[config.mk]
export PLATFORM = sky130hd
export DESIGN_NAME = pipe_hazard_ctrl
export DESIGN_NICKNAME = d
export VERILOG_FILES = /design/src/rtl/pipe_hazard_ctrl.sv
export SDC_FILE = /design/constraint.sdc
export NUM_CORES = 1
export LEC_CHECK = 0
export CORE_UTILIZATION = 45
export DETAILED_ROUTE_END_ITERATION = 10
export PLACE_DENSITY = 0.83
export SKIP_CTS_REPAIR_TIMING = 1
export SLEW_MARGIN = 5
export SYNTH_ARGS = -nofsm -noshare
export SYNTH_HDL_FRONTEND = slang
export SYNTH_SLANG_ARGS = --single-unit
[constraint.sdc]
create_clock -name clk -period 4.45 [get_ports clk]
set_input_delay 0.445 -clock clk [delete_from_list [all_inputs] [get_ports clk]]
set_output_delay 0.445 -clock clk [all_outputs]
set_load 0.02 [all_outputs]
[src/rtl/pipe_hazard_ctrl.sv]
// pipe_hazard_ctrl
//   Hazard controller for a five-stage in-order pipeline. Decides each cycle
//   whether to hold or bubble the front end because of a multicycle EX op
//   (mul/div), a taken branch resolved in EX, or a load-use dependency
//   between the EX load and the ID instruction.
//
// State table
//   state   | meaning
//   IDLE    | normal issue; branch / load-use / mc-start evaluated each cycle
//   MC_WAIT | multicycle op in flight; front end held until mc_cnt reaches 0
//
// Parameters
//   REGW    register-address width
//   MC_LAT  multicycle-op stall length in cycles (2..255)
//
// Ports
//   clk, rst                       clock, async active-high reset
//   id_rs1/id_rs2, *_use           ID source registers and read-enables
//   ex_rd, ex_mem_read             EX destination, EX is a load
//   ex_branch_taken                EX resolved a taken branch/jump
//   ex_mc_start                    EX issues a multicycle op this cycle
//   stall_pc/stall_if_id/stall_id_ex   hold requests
//   flush_if_id/flush_id_ex        bubble requests
//   mc_busy, mc_done               in MC_WAIT / final MC_WAIT cycle
//   stall_cycles, flush_events     perf counters (HAZARD_PERF_CNT_EN only)
//
// Build option
//   HAZARD_PERF_CNT_EN  adds the two 32-bit wrap-around perf counters.

module pipe_hazard_ctrl #(
    parameter int REGW   = 5,
    parameter int MC_LAT = 4
) (
    input  logic            clk,
    input  logic            rst,
    input  logic [REGW-1:0] id_rs1,
    input  logic [REGW-1:0] id_rs2,
    input  logic            id_rs1_use,
    input  logic            id_rs2_use,
    input  logic [REGW-1:0] ex_rd,
    input  logic            ex_mem_read,
    input  logic            ex_branch_taken,
    input  logic            ex_mc_start,
    output logic            stall_pc,
    output logic            stall_if_id,
    output logic            stall_id_ex,
    output logic            flush_if_id,
    output logic            flush_id_ex,
    output logic            mc_busy,
`ifdef HAZARD_PERF_CNT_EN
    output logic            mc_done,
    output logic [31:0]     stall_cycles,
    output logic [31:0]     flush_events
`else
    output logic            mc_done
`endif
);

    typedef enum logic {
        IDLE    = 1'b0,
        MC_WAIT = 1'b1
    } state_t;

    // The start cycle itself is the first stall cycle, so the counter is
    // preloaded with MC_LAT-1 and the final (count==0) cycle releases.
    localparam logic [7:0] MC_LOAD = 8'(MC_LAT - 1);

    state_t     r_state;
    state_t     w_state_nxt;
    logic [7:0] r_mc_cnt;
    logic [7:0] w_mc_cnt_nxt;
    logic       w_load_use;

    assign w_load_use = ex_mem_read && (ex_rd != '0) &&
                        ((id_rs1_use && (id_rs1 == ex_rd)) ||
                         (id_rs2_use && (id_rs2 == ex_rd)));

    always_ff @(posedge clk or posedge rst) begin
        if (rst) begin
            r_state  <= IDLE;
            r_mc_cnt <= 8'd0;
        end else begin
            r_state  <= w_state_nxt;
            r_mc_cnt <= w_mc_cnt_nxt;
        end
    end

    always_comb begin
        w_state_nxt  = r_state;
        w_mc_cnt_nxt = r_mc_cnt;
        stall_pc     = 1'b0;
        stall_if_id  = 1'b0;
        stall_id_ex  = 1'b0;
        flush_if_id  = 1'b0;
        flush_id_ex  = 1'b0;
        mc_busy      = 1'b0;
        mc_done      = 1'b0;

        // Outputs are forced low for the whole reset window, even though
        // the data-path inputs may still show a hazard.
        if (!rst) begin
            case (r_state)
                IDLE: begin
                    if (ex_mc_start) begin
                        stall_pc     = 1'b1;
                        stall_if_id  = 1'b1;
                        stall_id_ex  = 1'b1;
                        w_mc_cnt_nxt = MC_LOAD;
                        w_state_nxt  = MC_WAIT;
                    end else if (ex_branch_taken) begin
                        flush_if_id = 1'b1;
                        flush_id_ex = 1'b1;
                    end else if (w_load_use) begin
                        // Hold fetch/decode, inject a bubble into EX.
                        stall_pc    = 1'b1;
                        stall_if_id = 1'b1;
                        flush_id_ex = 1'b1;
                    end
                end
                MC_WAIT: begin
                    mc_busy = 1'b1;
                    if (r_mc_cnt != 8'd0) begin
                        stall_pc     = 1'b1;
                        stall_if_id  = 1'b1;
                        stall_id_ex  = 1'b1;
                        w_mc_cnt_nxt = r_mc_cnt - 8'd1;
                    end else begin
                        mc_done     = 1'b1;
                        w_state_nxt = IDLE;
                    end
                end
                default: begin
                    w_state_nxt  = IDLE;
                    w_mc_cnt_nxt = 8'd0;
                end
            endcase
        end
    end

`ifdef HAZARD_PERF_CNT_EN
    logic [31:0] r_stall_cycles;
    logic [31:0] r_flush_events;

    always_ff @(posedge clk or posedge rst) begin
        if (rst) begin
            r_stall_cycles <= 32'd0;
            r_flush_events <= 32'd0;
        end else begin
            if (stall_pc) begin
                r_stall_cycles <= r_stall_cycles + 32'd1;
            end
            if (flush_if_id) begin
                r_flush_events <= r_flush_events + 32'd1;
            end
        end
    end

    assign stall_cycles = r_stall_cycles;
    assign flush_events = r_flush_events;
`endif

endmodule

---- After elaboration in Yosys (flattened, before gate mapping) ----
Index checks and enable logic that the tools add are counted.
word-level totals
  latch bits .............................. 0
  bits of input ports ..................... 22
  memories kept ........................... 0
  logic and storage cells ................. 42
  bits in read-only memories .............. 0
  RAM bits ................................ 0
  output and inout port bits .............. 7
  bits in registers ....................... 9
operators by class
  add/sub/neg operators ................... 1
  mux-type cells .......................... 25
  divide/modulo/power cells ............... 0
  reductions and logical operators ........ 8
  $lt $le $gt $ge ......................... 0
  multiply operators ...................... 0
  equality and inequality tests ........... 4
  bitwise logic cells ..................... 2
  shift-type cells ........................ 0
operators by type and width
  cell                                                   count
  two-way mux 1 bit                                      20
  two-way mux 8 bit                                      2
  case mux 8 bit (2 select lines)                        1
  equality test 5 bit                                    2
  nonzero test 8 bit                                     1
  subtractor 8 x 1 -> 8 bit, second input constant       1
  nonzero test 5 bit                                     1
  logical AND 1 bit                                      4
  case mux 1 bit (2 select lines)                        2
  AND reduction 3 bit                                    1
  inequality test 2 x 1 -> 1 bit, second input constant  1
  inequality test 2 bit, second input constant           1
  inverter 1 bit                                         2
  logical OR 1 bit                                       1

---- Longest topological paths before layout ----
  depth after elaboration ................. 9
  gate-level depth with buffers ........... 8
  gate-level depth less buffers ........... 7

---- Least setup slack after synthesis ----
No wires, ideal clock.
  path kind ............................... register to output
  start point ............................. register r_mc_cnt[0]
  end point ............................... output stall_pc
  path buffers ............................ 2
  setup slack ............................. 2.015 ns
  stages on the path, launching flop included .. 8
  required time ........................... 4.005 ns
  data arrival time ....................... 1.990 ns
  cells stage by stage .................... dfrtp_1 > inv_1 > ha_1 > or4bb_1 > o21ai_4 > buf_6 > o21ai_0 > buf_4
between the ends
  longest elaborated chain between the ends .. 4
ends and longest elaborated chain
  element                          line  RTL
  from (decl)                      70    logic [7:0] r_mc_cnt;
  from (signal assigned)           84    r_mc_cnt <= w_mc_cnt_nxt;
  nonzero test 8 bit               122   if (r_mc_cnt != 8'd0) begin
  two-way mux 1 bit                --
  case mux 1 bit (2 select lines)  --
  two-way mux 1 bit                --
  to (decl)                        44    output logic stall_pc,
No other way between the ends.

---- Worst setup path after layout ----
  start point ............................. register r_mc_cnt[0]
  end point ............................... output stall_pc
between the ends
  longest elaborated chain between the ends .. 4
ends and longest elaborated chain
  element                          line  RTL
  nonzero test 8 bit               122
  two-way mux 1 bit                122
  case mux 1 bit (2 select lines)  102   case (r_state)
  two-way mux 1 bit                101   if (!rst) begin
No other way between the ends.

==> results.json <==
{
  "status": "finished, final reports clean",
  "initial_utilization_pct": 48.1,
  "slew_violations": 0,
  "critPathBufInv": 2,
  "start_kind": "flop",
  "cts_tree": "built",
  "grt_pass1_wl_um": 2990,
  "fmax_ghz": 0.323,
  "tightest_slew_ns": 0.598,
  "hold_class": "flop to flop",
  "syn_to_final_growth_pct": 42.0,
  "dieArea_um2": 1770,
  "cp.required_ns": 4.01,
  "r2r_cells": 7,
  "die_h_um": 42.1,
  "fin_crit_sh_pct": 69.7,
  "numCtsBuffers": 3,
  "grt_antenna_before_repair": 0,
  "gp_congestion": 0.791,
  "drv_cap": 0,
  "path_cells": "inv_1, ha_1, or4bb_1, o21ai_4, o21ai_0, clkdlybuf4s50_1",
  "num_vias": 726,
  "ys_seq_elements": 9,
  "route.detailed.drc": 0,
  "final_cell_mix": "28 x clkdlybuf4s50_1, 9 x nand2_1, 9 x dfrtp_1",
  "dpl_cell_area_um2": 1000,
  "max_stage_delay_ns": 0.59,
  "reg2reg_slack_ns": 2.41,
  "rows": 14,
  "peakVddDrop_v": 0.000352,
  "htree_levels": 1,
  "p_leak_nw": 0.402,
  "powerDensity_nw_per_um2": 399,
  "grt_use_total_pct": 22.1,
  "synth_cells": 82,
  "pin_count": 29,
  "ys_seq_area_share_pct": 31.1,
  "synth.cell_area_um2": 724,
  "antenna_left": 0,
  "hpwl_um": 1480,
  "ys_types": 38,
  "gr-total-overflow": 0,
  "avgViaCountPerCell": 5.72,
  "antenna_cells": 0,
  "grt_pass1_vias": 662,
  "synth.avg_cell_area_um2": 8.83,
  "fin_crit_ns": 3.10,
  "maxSlewHeadroom_pct": 60.1,
  "synth_nets": 106,
  "rr_startpoint": "r_mc_cnt[0]",
  "layout_commonest_cell": "clkdlybuf4s50_1",
  "root_buffer": "clkbuf_4",
  "die_w_um": 42.1,
  "worstSetupEndpointType": "output port",
  "hold_path_depth": 1,
  "clkLatencyLatePin_ns": 0.27,
  "cts_buffer_depth": 2,
  "dr.pass1.iters": 4,
  "drt_wl_total_um": 1820,
  "grt_setup_unrepaired": "no",
  "fin_skew_ns": 0.0157,
  "final_design_area_no_fill_um2": 1030,
  "cp_slowest_cell": "clkdlybuf4s50_1",
  "drive_gt1_share_pct": 9.01,
  "path_delay_family": "buffers and inverters",
  "tns_ns": 0,
  "grt_max_degree": 14,
  "clk_pin_slew_worst_paths_ns": 0.05,
  "clock_sinks": 9,
  "wl_per_cell_um": 14.4,
  "hold_viol_final": 0,
  "yosysWarnings": 0,
  "min-delay-start": "r_mc_cnt[0]",
  "min_to": "r_mc_cnt[0]",
  "path_class": "flop to output port",
  "coreArea_um2": 1510,
  "finalSetupViolCount": 0,
  "timing.rr.end": "r_mc_cnt[0]",
  "port_buffers": 28,
  "worstPathMaxFanout": 13,
  "drtIter0Drc": 20,
  "worstPathArrival_ns": 2.66,
  "nNetsFinal": 136
}
metal layers:
| metal | share of wire (%) | routed length, µm | global-route usage [%] | vias up |
|---|---|---|---|---|
| met5 | 0 | 0 | 0 | - |
| met4 | 0.22 | 4 | 1.88 | 0 |
| met3 | 5.3 | 97 | 6.47 | 2 |
| met2 | 49 | 885 | 36.3 | 22 |
| met1 | 46 | 836 | 30.1 | 337 |
| li1 | - | - | - | 365 |
cells in the mapped netlist:
cell       number  area share, %
or4_1           1            1.0
or4_2           2            2.4
or4_4           1            1.6
ha_1            2            3.5
nor2_1          4            2.1
o2111ai_1       1            1.2
inv_1           4            2.1
a32oi_1         2            2.4
nor2b_1         1           0.86
or4bb_1         1            1.6
o21bai_1        1            1.0
o21ai_1         1           0.69
inv_4           1           0.86
buf_6           1            1.6
dfrtp_1         9             31
clkbuf_1        1           0.52
nor3b_1         1            1.0
or3_2           1            1.0
buf_4           1            1.0
and2_1          1           0.86
nand3_1         2            1.4
nor4_1          3            2.6
o21ai_0         1           0.69
o211ai_1        2            2.1
nand4b_1        2            2.4
a21oi_1         5            3.5
o41ai_1         1            1.2
o21ai_4         1            2.2
xor2_1          8            9.7
and2_0          1           0.86
nand2_1         9            4.7
a31oi_1         1           0.86
o31ai_1         2            2.1
nand4_1         1           0.86
o21ba_2         1            1.4
nor3_1          2            1.4
nor4bb_1        1            1.4
xnor2_1         2            2.4
per-stage QoR:
step | std cells | total power [mW] | util [%] | hold slack, ns | setup slack [ns]
CTS | 127 | 0.409 | 68.3 | 0.551 | 1.34
floorplan | 82 | 0.283 | - | 0.273 | 2.02
finish | 127 | 0.411 | 68.3 | 0.560 | 1.35
global placement | 123 | 0.334 | 66.5 | 0.506 | 1.61
global route | 127 | 0.443 | 68.3 | 0.587 | 1.21
detailed placement | 123 | 0.345 | 66.5 | 0.529 | 1.47
power by group:
group | switching, mW | internal, mW | total, mW | leakage (nW)
clock network | 0.0292 | 0.0345 | 0.0637 | 0.0150
logic | 0.0965 | 0.0890 | 0.186 | 0.276
registers | 0.0450 | 0.116 | 0.161 | 0.111
sequential cells by signal, summed over array words and instances, names as in the netlist:
name and flops:
r_mc_cnt 8, r_state 1
final cells by class:
type,count,area (µm²)
Clock buffer,4,26.3
Fill cell,124,478
Inverter,5,21.3
Multi-Input combinational cell,65,455
Sequential cell,9,225
Tap cell,16,20.0
Timing Repair Buffer,28,280
logic make-up (layout without fill, tap and decap cells):
family	Yosys count	after routing	share of synthesized area, %
buf+inv	8	37	6.04
simple gates	34	34	28.0
fa+ha+maj	2	2	3.45
compound gates	19	19	19.3
flops	9	9	31.1
xor+xnor	10	10	12.1
how the worst max path moves through the flow:
stage	startpoint	slack, ns	end	cells past startpoint
global route	r_mc_cnt[0]	1.21	stall_pc	6
global placement	ex_rd[1]	1.61	stall_if_id	6
finish	r_mc_cnt[0]	1.35	stall_pc	6
floorplan	r_mc_cnt[0]	2.02	stall_pc	7
detailed placement	ex_rd[1]	1.47	stall_pc	6
CTS	r_mc_cnt[0]	1.34	stall_pc	6
(Power assumes the default switching activity.)
